==> src/rtl/prom_arb.sv <==
// -----------------------------------------------------------------------------
// prom_arb
// Two-requester round-robin arbiter in front of a 32x8 asynchronous PROM.
// A grant registers the winner's address onto the PROM bus, holds chip enable
// low for WAIT_CYCLES+1 cycles, captures the PROM data into the winner's data
// register and pulses that requester's ack for one cycle.
//
// Ports
//   clk        sole clock, rising edge
//   reset      synchronous, active-high
//   req0/req1  level read requests
//   addr0/1    5-bit PROM addresses of each requester
//   ack0/1     one-cycle completion pulses (never both high)
//   data0/1    registered read data, held until that requester's next capture
//   prom_a     registered PROM address
//   prom_ce_n  registered PROM chip enable, active low, low only in ACCESS
//   prom_d     PROM data (floats while prom_ce_n is high)
//   busy       high whenever the arbiter is not IDLE
// -----------------------------------------------------------------------------
module prom_arb #(
  parameter int WAIT_CYCLES = 2
) (
  input  logic       clk,
  input  logic       reset,
  input  logic       req0,
  input  logic [4:0] addr0,
  output logic       ack0,
  output logic [7:0] data0,
  input  logic       req1,
  input  logic [4:0] addr1,
  output logic       ack1,
  output logic [7:0] data1,
  output logic [4:0] prom_a,
  output logic       prom_ce_n,
  input  logic [7:0] prom_d,
  output logic       busy
);

  localparam logic [1:0] IDLE   = 2'd0;
  localparam logic [1:0] ACCESS = 2'd1;
  localparam logic [1:0] DONE   = 2'd2;

  localparam logic [3:0] WAIT_LD = 4'(WAIT_CYCLES);

  logic [1:0] state;
  logic [3:0] cnt;
  logic       gnt;      // requester owning the current access
  logic       last;     // requester granted most recently
  logic       any_req;
  logic       sel;      // requester that wins if a grant happens now

  // Round-robin only matters under contention: the requester not granted
  // last wins; a lone request wins outright.
  always_comb begin
    any_req = req0 | req1;
    sel     = 1'b0;
    if (req0 && req1) begin
      sel = ~last;
    end else begin
      sel = req1;
    end
  end

  assign busy = (state != IDLE);

  always_ff @(posedge clk) begin
    if (reset) begin
      state     <= IDLE;
      cnt       <= 4'd0;
      gnt       <= 1'b0;
      last      <= 1'b1;
      prom_a    <= 5'd0;
      prom_ce_n <= 1'b1;
      ack0      <= 1'b0;
      ack1      <= 1'b0;
      data0     <= 8'd0;
      data1     <= 8'd0;
    end else begin
      ack0 <= 1'b0;
      ack1 <= 1'b0;
      case (state)
        IDLE: begin
          if (any_req) begin
            gnt       <= sel;
            last      <= sel;
            prom_a    <= sel ? addr1 : addr0;
            prom_ce_n <= 1'b0;
            cnt       <= WAIT_LD;
            state     <= ACCESS;
          end
        end
        ACCESS: begin
          if (cnt != 4'd0) begin
            cnt <= cnt - 4'd1;
          end else begin
            // Last access cycle: PROM output has settled for WAIT_CYCLES+1
            // cycles, so it is captured here and the ack shows up in DONE.
            if (gnt) begin
              data1 <= prom_d;
            end else begin
              data0 <= prom_d;
            end
            prom_ce_n <= 1'b1;
            ack0      <= ~gnt;
            ack1      <= gnt;
            state     <= DONE;
          end
        end
        DONE: begin
          state <= IDLE;
        end
        default: begin
          prom_ce_n <= 1'b1;
          state     <= IDLE;
        end
      endcase
    end
  end

endmodule

==> config.mk <==
export PLATFORM = sky130hd
export DESIGN_NAME = prom_arb
export DESIGN_NICKNAME = d
export VERILOG_FILES = /design/src/rtl/prom_arb.sv
export SDC_FILE = /design/constraint.sdc
export NUM_CORES = 1
export LEC_CHECK = 0
export CORE_ASPECT_RATIO = 1.4
export CORE_UTILIZATION = 35
export CTS_CLUSTER_SIZE = 24
export DETAILED_ROUTE_END_ITERATION = 10
export SLEW_MARGIN = 20
export SYNTH_ARGS = -nofsm -noshare
export SYNTH_HDL_FRONTEND = slang
export SYNTH_SLANG_ARGS = --single-unit
==> constraint.sdc <==
create_clock -name clk -period 2.4 [get_ports clk]
set_input_delay 0.24 -clock clk [delete_from_list [all_inputs] [get_ports clk]]
set_output_delay 0.24 -clock clk [all_outputs]
set_load 0.03 [all_outputs]
; ---- Yosys cells after proc, flatten, opt, wreduce, memory -nomap -nowiden
; Index checks and enable logic that the tools add are counted.
; W data, S select, Z words.
[op_classes]
bitwise = 6
n_eq_ne = 5
reduce_logical = 12
addsub = 1
muxes = 11
[ops]
columns = op, n
row1 = $reduce_and A3 Y1, 4
row2 = $mux W4, 2
row3 = $pmux W4 S2, 1
row4 = $ne A2 B2 Y1 const B, 3
row5 = $mux W5, 1
row6 = $not A1 Y1, 5
row7 = $mux W2, 2
row8 = $pmux W2 S2, 1
row9 = $reduce_and A2 Y1, 2
row10 = $reduce_bool A2 Y1, 2
row11 = $reduce_bool A4 Y1, 1
row12 = $sub A4 B1 Y4 const B, 1
row13 = $mux W1, 3
row14 = $pmux W1 S3, 1
row15 = $reduce_or A3 Y1, 1
row16 = $eq A2 B1 Y1 const B, 1
row17 = $eq A2 B2 Y1 const B, 1
row18 = $logic_not A2 Y1, 1
row19 = $logic_and A1 B1 Y1, 1
row20 = $or A1 B1 Y1, 1
[word_totals]
out_inout_bits = 25
regBits = 32
elab_cells = 45
in_bits = 22

; ---- Longest topological paths before layout
; Gate-level depths: netlist (run 1).
[logic_depth]
depth_word = 3
mapped_depth = 6
ltp_nobuf = 5

; ---- Least setup slack after synthesis (run 1)
; No wires, ideal clock.
[synth_timing]
kind = flip-flop to flip-flop
startpoint = register cnt[0]
endpoint = register data0[0]
setup_time_ps = 72
t_arrival_ps = 1560
stages_incl_launch_ff = 7
n_path_buf = 1
synth_period_minus_slack_ps = 1632
setup_slack_ps = 768
required_time_ps = 2328
cell_sequence = dfxtp_1 > inv_1 > ha_1 > or3b_1 > buf_6 > nor3_4 > mux2i_1
[synth_via]
elab_chain_len = 3
[synth_lines]
columns = element, line
row1 = start: declaration, 46  ; logic [3:0] cnt;
row2 = start signal: assignment, 94  ; cnt <= cnt - 4'd1;
row3 = $reduce_bool A4 Y1, 93  ; if (cnt != 4'd0) begin
row4 = $not A1 Y1 (no source line), n/a
row5 = $reduce_and A3 Y1 (no source line), n/a
row6 = end signal: assignment, 101  ; data0 <= prom_d;
row7 = end: declaration, 28  ; output logic [7:0] data0,
; Every way passes these cells.
; A chain may end at the register's enable or synchronous reset.

; ---- Worst setup path in the final report (run 1)
[layout_timing]
startpoint = register state[0]
endpoint = output port busy
[layout_via]
elab_chain_len = 1
[layout_lines]
columns = element, line
row1 = start: declaration, 45  ; logic [1:0] state;
row2 = start signal: assignment, 68  ; state <= IDLE;
row3 = start signal: assignment, 89  ; state <= ACCESS;
row4 = start signal: assignment, 106  ; state <= DONE;
row5 = $reduce_bool A2 Y1, 64  ; assign busy = (state != IDLE);
row6 = end: declaration, 36  ; output logic busy
; Every way passes these cells.

==> flow_summary_export.csv, run 1 <==
group,metric,value,unit
clocking,cts.path.max_buffers,2,
route,drt-total-wl,3170,um
route,drtAntennaViolNets,0,
worst_hold_path,hold_class,"flip-flop to flip-flop",
route,wl_per_cell,13.7,um
worst_hold_path,min_to,"prom_ce_n",
place,hpwlAfterDp,2410,um
route,drt-initial-drc-count,35,
final_layout,fin_area,2020,sq um
die,std_cell_rows,26,
clocking,post_cts_buffers,0,
sta,hold_viol,0,
power,p_sw_share,27.3,%
clocking,clk_latency,280,ps
sta,fin_skew,2.39,ps
sta,slew_headroom,63.8,%
route,remaining_drc_errors,0,
worst_hold_path,hold_start,"prom_ce_n",
run_status,status,"finished, final reports clean",
place,dpl_cell_area,1890,sq um
power,p_leak,0.807,nW
power,seq_power_share,39.5,%
setup_path,cp.arrival,1690,ps
setup_path,worst-r2r-cell-count,5,
clocking,cts_max_level,2,
synthesis,postSynthCellCount,140,
power,powerDensity,760,nW/um^2
sta,rsz0062_at_grt,"false",
worst_hold_path,holdPathStages,1,
clocking,cts_buffers,5,
setup_path,worstPathRequired,2160,ps
clocking,cts_resized,0,
final_layout,stdcell_count,231,
final_layout,drive_gt1_share,8.99,%
route,via_per_inst,5.04,
grt,grt_pass1_wl,5500,um
place,io_buffers,46,
die,ios,47,
synthesis,ys_seq_area_share,46.0,%
synthesis,synth_seq_cells,32,
setup_path,reg2reg_to,"data0[3]",
die,die_x,55.3,um
final_layout,area_growth,44.7,%
die,core,3740,sq um
route,num_vias,1164,
power,p_int,1.11,mW
sta,hold_slack,461,ps
job,cap_violations,0,
setup_path,timing.critical_path.from,"state[0]",
sta,fin_ws,468,ps
clocking,root_buffer,"clkbuf_8",
grt,antenna_found_initial,0,
synthesis,syn_area_per_cell,9.95,sq um
setup_path,startpoint_type,"flip-flop",
grt,overflow,0,
sta,worstMarginPinSlew,542,ps
final_layout,final_nets,212,
synthesis,yosysWarningCount,0,
setup_path,critical_path_class,"flip-flop to output port",
power,finalPower,1.53,mW
sta,clock.fmax,0.518,GHz
sta,setup_violations,0,
die,die_area,4240,sq um
synthesis,ys_types,31,
grt,grt_max_degree,27,
grt,grt_use_total,16.5,%
place,dp.cells,223,
die,die_h,76.6,um
synthesis,syn_nets,164,
grt,grt_pass1_vias,1214,
power,ir_drop,484,uV
sta,drv_slew,0,
setup_path,rr_startpoint,"cnt[0]",
sta,final.setup.tns,0,ps
clocking,cts_hold_buf,0,
clocking,cts_tree,"done",
setup_path,path_max_fanout,11,
route,firstDrtPassIters,4,
die,start_util,37.2,%
power,power_frac_clock,36.3,%
final_layout,n_antenna_cell,0,
clocking,clock_sinks,32,
synthesis,synth.cell_area,1390,sq um
final_layout,fill_cells,345,
setup_path,cp-end-kind,"output port",
power,p_switching,0.419,mW
setup_path,regToRegSetupSlack,600,ps
place,gp_congestion,0.788,
setup_path,crit_chain,"nor2_1 -> buf_4 -> inv_1 -> clkdlybuf4s50_1",
place,place_ws,602,ps
clocking,path_clk_slew,60,ps
sta,period_share,80.5,%
setup_path,slowest_stage,"clkdlybuf4s50_1",
power,pwr-share-comb,24.3,%
final_layout,utilization,53.9,%
setup_path,critPathMaxStageDelay,690,ps
sta,fin_crit,1930,ps
## sequential cells by signal, summed over array words and instances (netlist names)
name,cells
data0,8
data1,8
prom_a,5
cnt,4
state,2
ack0,1
ack1,1
gnt,1
last,1
prom_ce_n,1
## cell usage after synthesis
master / count / area [sq um]
a211o_1: 1 / 8.76
a211oi_1: 5 / 37.5
a21boi_2: 1 / 11.3
a21o_1: 1 / 7.51
a21oi_1: 10 / 50.1
a221o_1: 1 / 10.0
a311oi_1: 1 / 8.76
and3_2: 1 / 7.51
buf_2: 1 / 5.00
buf_6: 1 / 11.3
clkbuf_1: 6 / 22.5
dfxtp_1: 32 / 641
ha_1: 2 / 25.0
inv_1: 4 / 15.0
mux2i_1: 21 / 210
nand2_1: 4 / 15.0
nand2b_1: 25 / 156
nand3_1: 2 / 10.0
nor2_1: 5 / 18.8
nor2b_1: 2 / 12.5
nor3_1: 1 / 5.00
nor3_4: 1 / 16.3
nor3b_1: 1 / 7.51
o21a_1: 1 / 7.51
o21ai_0: 3 / 15.0
o221ai_1: 1 / 8.76
or2_2: 1 / 6.26
or3_2: 1 / 7.51
or3_4: 1 / 11.3
or3b_1: 1 / 8.76
or4_1: 2 / 15.0
## critical path, delay by kind of cell, from the launching register on
| kind | cells | cell delay (ps) |
|---|---|---|
| buf+inv | 3 | 980 |
| simple gates | 1 | 60 |
| flops | 1 | 370 |
## how the worst max path moves through the flow
| stage | to | slack, ps |
|---|---|---|
| finish | busy | 470 |
| global route | busy | 380 |
| global placement | data0[7] | 700 |
| CTS | busy | 460 |
| detailed placement | data0[3] | 600 |
| floorplan | data0[0] | 770 |
## logic make-up (layout without fill, tap and decap cells)
kind of cell,Yosys count,in the layout,synth area share (%)
and+or+nand+nor,48,48,21.4
DFF,32,32,46.0
AOI/OAI and AO/OA,25,25,11.9
muxes,21,21,15.1
buffers and inverters,12,61,3.86
adders and majority gates,2,2,1.80
## layout make-up
cell class	instances	area (sq um)	share of cell area (%)
well taps	42	52.6	2.61
clock buffers	7	96.3	4.78
repair buffers	49	483	24.0
flip-flops and latches	32	641	31.8
multi-input cells	96	698	34.6
inverters	4	15.0	0.745
clock inverters	1	30.0	1.49
## layer usage
layer / wire length [um] / share of wire, % / global-route usage, % / vias up
met5: 0 / 0 / 0 / -
met4: 45 / 1.4 / 6.00 / 0
met3: 206 / 6.5 / 5.94 / 5
met2: 1690 / 53 / 29.9 / 45
met1: 1230 / 39 / 17.0 / 531
li1: - / - / - / 583
## placed cells by master, fill, tap and decap left out, types with 2 or more instances in the layout
cell type        count
a211oi_1             5
clkdlybuf4s50_1     46
a21oi_1             10
buf_4                3
nand2_1              4
inv_1                4
mux2i_1             21
nand2b_1            25
clkbuf_8             7
nand3_1              2
dfxtp_1             32
nor2_1               5
nor2b_1              2
o21ai_0              3
or4_1                2
ha_1                 2
## power by group through the flow
stage	clock [mW]	combinational [mW]	sequential, mW
2_1_floorplan	0	0.175	0.675
3_3_place_gp	0	0.363	0.615
3_5_place_dp	0	0.372	0.616
4_1_cts	0.573	0.374	0.605
5_1_grt	0.601	0.400	0.610
6_report	0.556	0.371	0.604
No activity file was read; power rests on OpenSTA's default activity.
==> run 2, diff against run 1 <==
- clock period: 2.4 -> 2 ns (I/O delays scaled with it)
==> run 2 against run 1 <==
Against the previous run:
- flip-flop and latch count is the same
- global-route usage down 0.15 points
- first-iteration DRC count up 26%
- register-to-register slack got worse by 430 ps
- setup slack worse by 300 ps
- core utilization down 0.70 points
- critical path depth grew 1
- via count is 0.69% higher
- power rose by 9.5%
- combinational power is 20% higher
- sequential share of layout area up 0.42 points
- critical endpoint is now data0[1]
- highest routed layer unchanged
==> flow_summary_export.csv, run 2 (synthesized netlist as in run 1, its figures left out) <==
group,metric,value,unit
run_status,status,"finished, final reports clean",
final_layout,final_common_cell,"clkdlybuf4s50_1",
sta,worstMarginPinSlew,572,ps
final_layout,reg.largest.list,"data0 (8), data1 (8), prom_a (5)",
route,wl_per_cell,13.4,um
die,die_x,55.3,um
power,powerDensity,843,nW/um^2
setup_path,startpoint_type,"flip-flop",
die,die_h,76.6,um
sta,hold_viol,0,
grt,grt_pass1_wl,5460,um
power,finalPower,1.68,mW
sta,slew_headroom,61.8,%
final_layout,drive_gt1_share,9.47,%
sta,clock.fmax,0.545,GHz
place,io_buffers,46,
sta,fin_crit,1830,ps
setup_path,regToRegSetupSlack,170,ps
sta,period_share,91.7,%
worst_hold_path,holdPathStages,2,
route,firstDrtPassIters,4,
final_layout,final_nets,213,
clocking,cts_resized,0,
final_layout,area_growth,42.9,%
route,drt-total-wl,3110,um
setup_path,cp.arrival,2040,ps
setup_path,worstPathRequired,2210,ps
die,die_area,4240,sq um
clocking,path_clk_slew,70,ps
final_layout,mostFrequentLayoutCells,"clkdlybuf4s50_1, dfxtp_1, nand2b_1, mux2i_1, a21oi_1",
grt,grt_use_total,16.3,%
sta,drv_slew,0,
power,ir_drop,614,uV
clocking,clk_latency,280,ps
worst_hold_path,hold_start,"data1[2]",
final_layout,n_antenna_cell,0,
clocking,clock_sinks,32,
clocking,root_buffer,"clkbuf_8",
setup_path,reg2reg_to,"data0[1]",
route,via_per_inst,5.05,
die,start_util,37.2,%
setup_path,critical_path_class,"flip-flop to flip-flop",
clocking,cts.path.max_buffers,2,
setup_path,cp-end-kind,"flip-flop",
grt,overflow,0,
sta,final.setup.tns,0,ps
grt,antenna_found_initial,0,
route,remaining_drc_errors,0,
worst_hold_path,min_to,"data1[2]",
grt,grt_pass1_vias,1184,
sta,fin_skew,4.32,ps
setup_path,worst-r2r-cell-count,5,
place,gp_congestion,0.787,
die,std_cell_rows,26,
grt,grt_max_degree,18,
sta,rsz0062_at_grt,"false",
route,num_vias,1172,
setup_path,rr_startpoint,"cnt[0]",
die,ios,47,
sta,setup_violations,0,
place,hpwlAfterDp,2330,um
power,p_leak,0.798,nW
clocking,cts_hold_buf,0,
worst_hold_path,hold_class,"flip-flop to flip-flop",
clocking,cts_buffers,5,
clocking,post_cts_buffers,0,
route,drtAntennaViolNets,0,
die,core,3740,sq um
setup_path,path_max_fanout,7,
clocking,cts_tree,"done",
job,cap_violations,0,
clocking,cts_max_level,2,
route,drt-initial-drc-count,44,
## run 2: cell types whose count changed in the layout (fill, tap and decap cells not counted)
cell and delta:
clkbuf_8 -1, clkinv_2 +2, buf_4 +1, bufinv_16 -1
## run 2: routing by layer
layer | vias to the layer above | share of wire, % | track usage, %
met5 | - | 0 | 0
met4 | 0 | 2.0 | 6.75
met3 | 6 | 6.5 | 5.77
met2 | 47 | 49 | 28.4
met1 | 539 | 42 | 17.6
li1 | 580 | - | -
## run 2: metrics by stage
stage	std cells	hold slack, ps	setup WS, ps	instance area [sq um]	util [%]
final	232	474	167	1990	53.2
after global routing	232	496	12.4	1990	53.2
after CTS	232	479	124	1990	53.2
after detailed placement	224	455	160	1900	50.7
after global placement	224	457	277	1900	50.7
after floorplan	140	375	368	1390	-
## run 2: final cells by class
type / instances / area, sq um
Clock buffer: 6 / 82.6
Sequential cell: 32 / 641
Multi-Input combinational cell: 96 / 698
Timing Repair Buffer: 50 / 490
Clock inverter: 2 / 10.0
Inverter: 4 / 15.0
Tap cell: 42 / 52.6
Fill cell: 369 / 1750
## run 2: worst max path at each step
stage / start / end / slack [ps]
4_1_cts: cnt[0] / data0[1] / 120
3_3_place_gp: cnt[0] / data0[7] / 280
2_1_floorplan: cnt[0] / data0[0] / 370
5_1_grt: cnt[0] / data0[0] / 10
6_report: cnt[0] / data0[1] / 170
3_5_place_dp: cnt[0] / data0[0] / 160
## run 2: worst max-delay path: stages, from the launching register on
cell,delay [ps]
dfxtp_1,330
inv_1,100
ha_1,160
or3b_1,470
nor3_4,460
mux2i_1,240
## run 2: where the power goes
| part | total, mW | switching, mW | internal (mW) |
|---|---|---|---|
| clock network | 0.504 | 0.230 | 0.274 |
| registers | 0.727 | 0.0343 | 0.692 |
| logic | 0.446 | 0.241 | 0.205 |
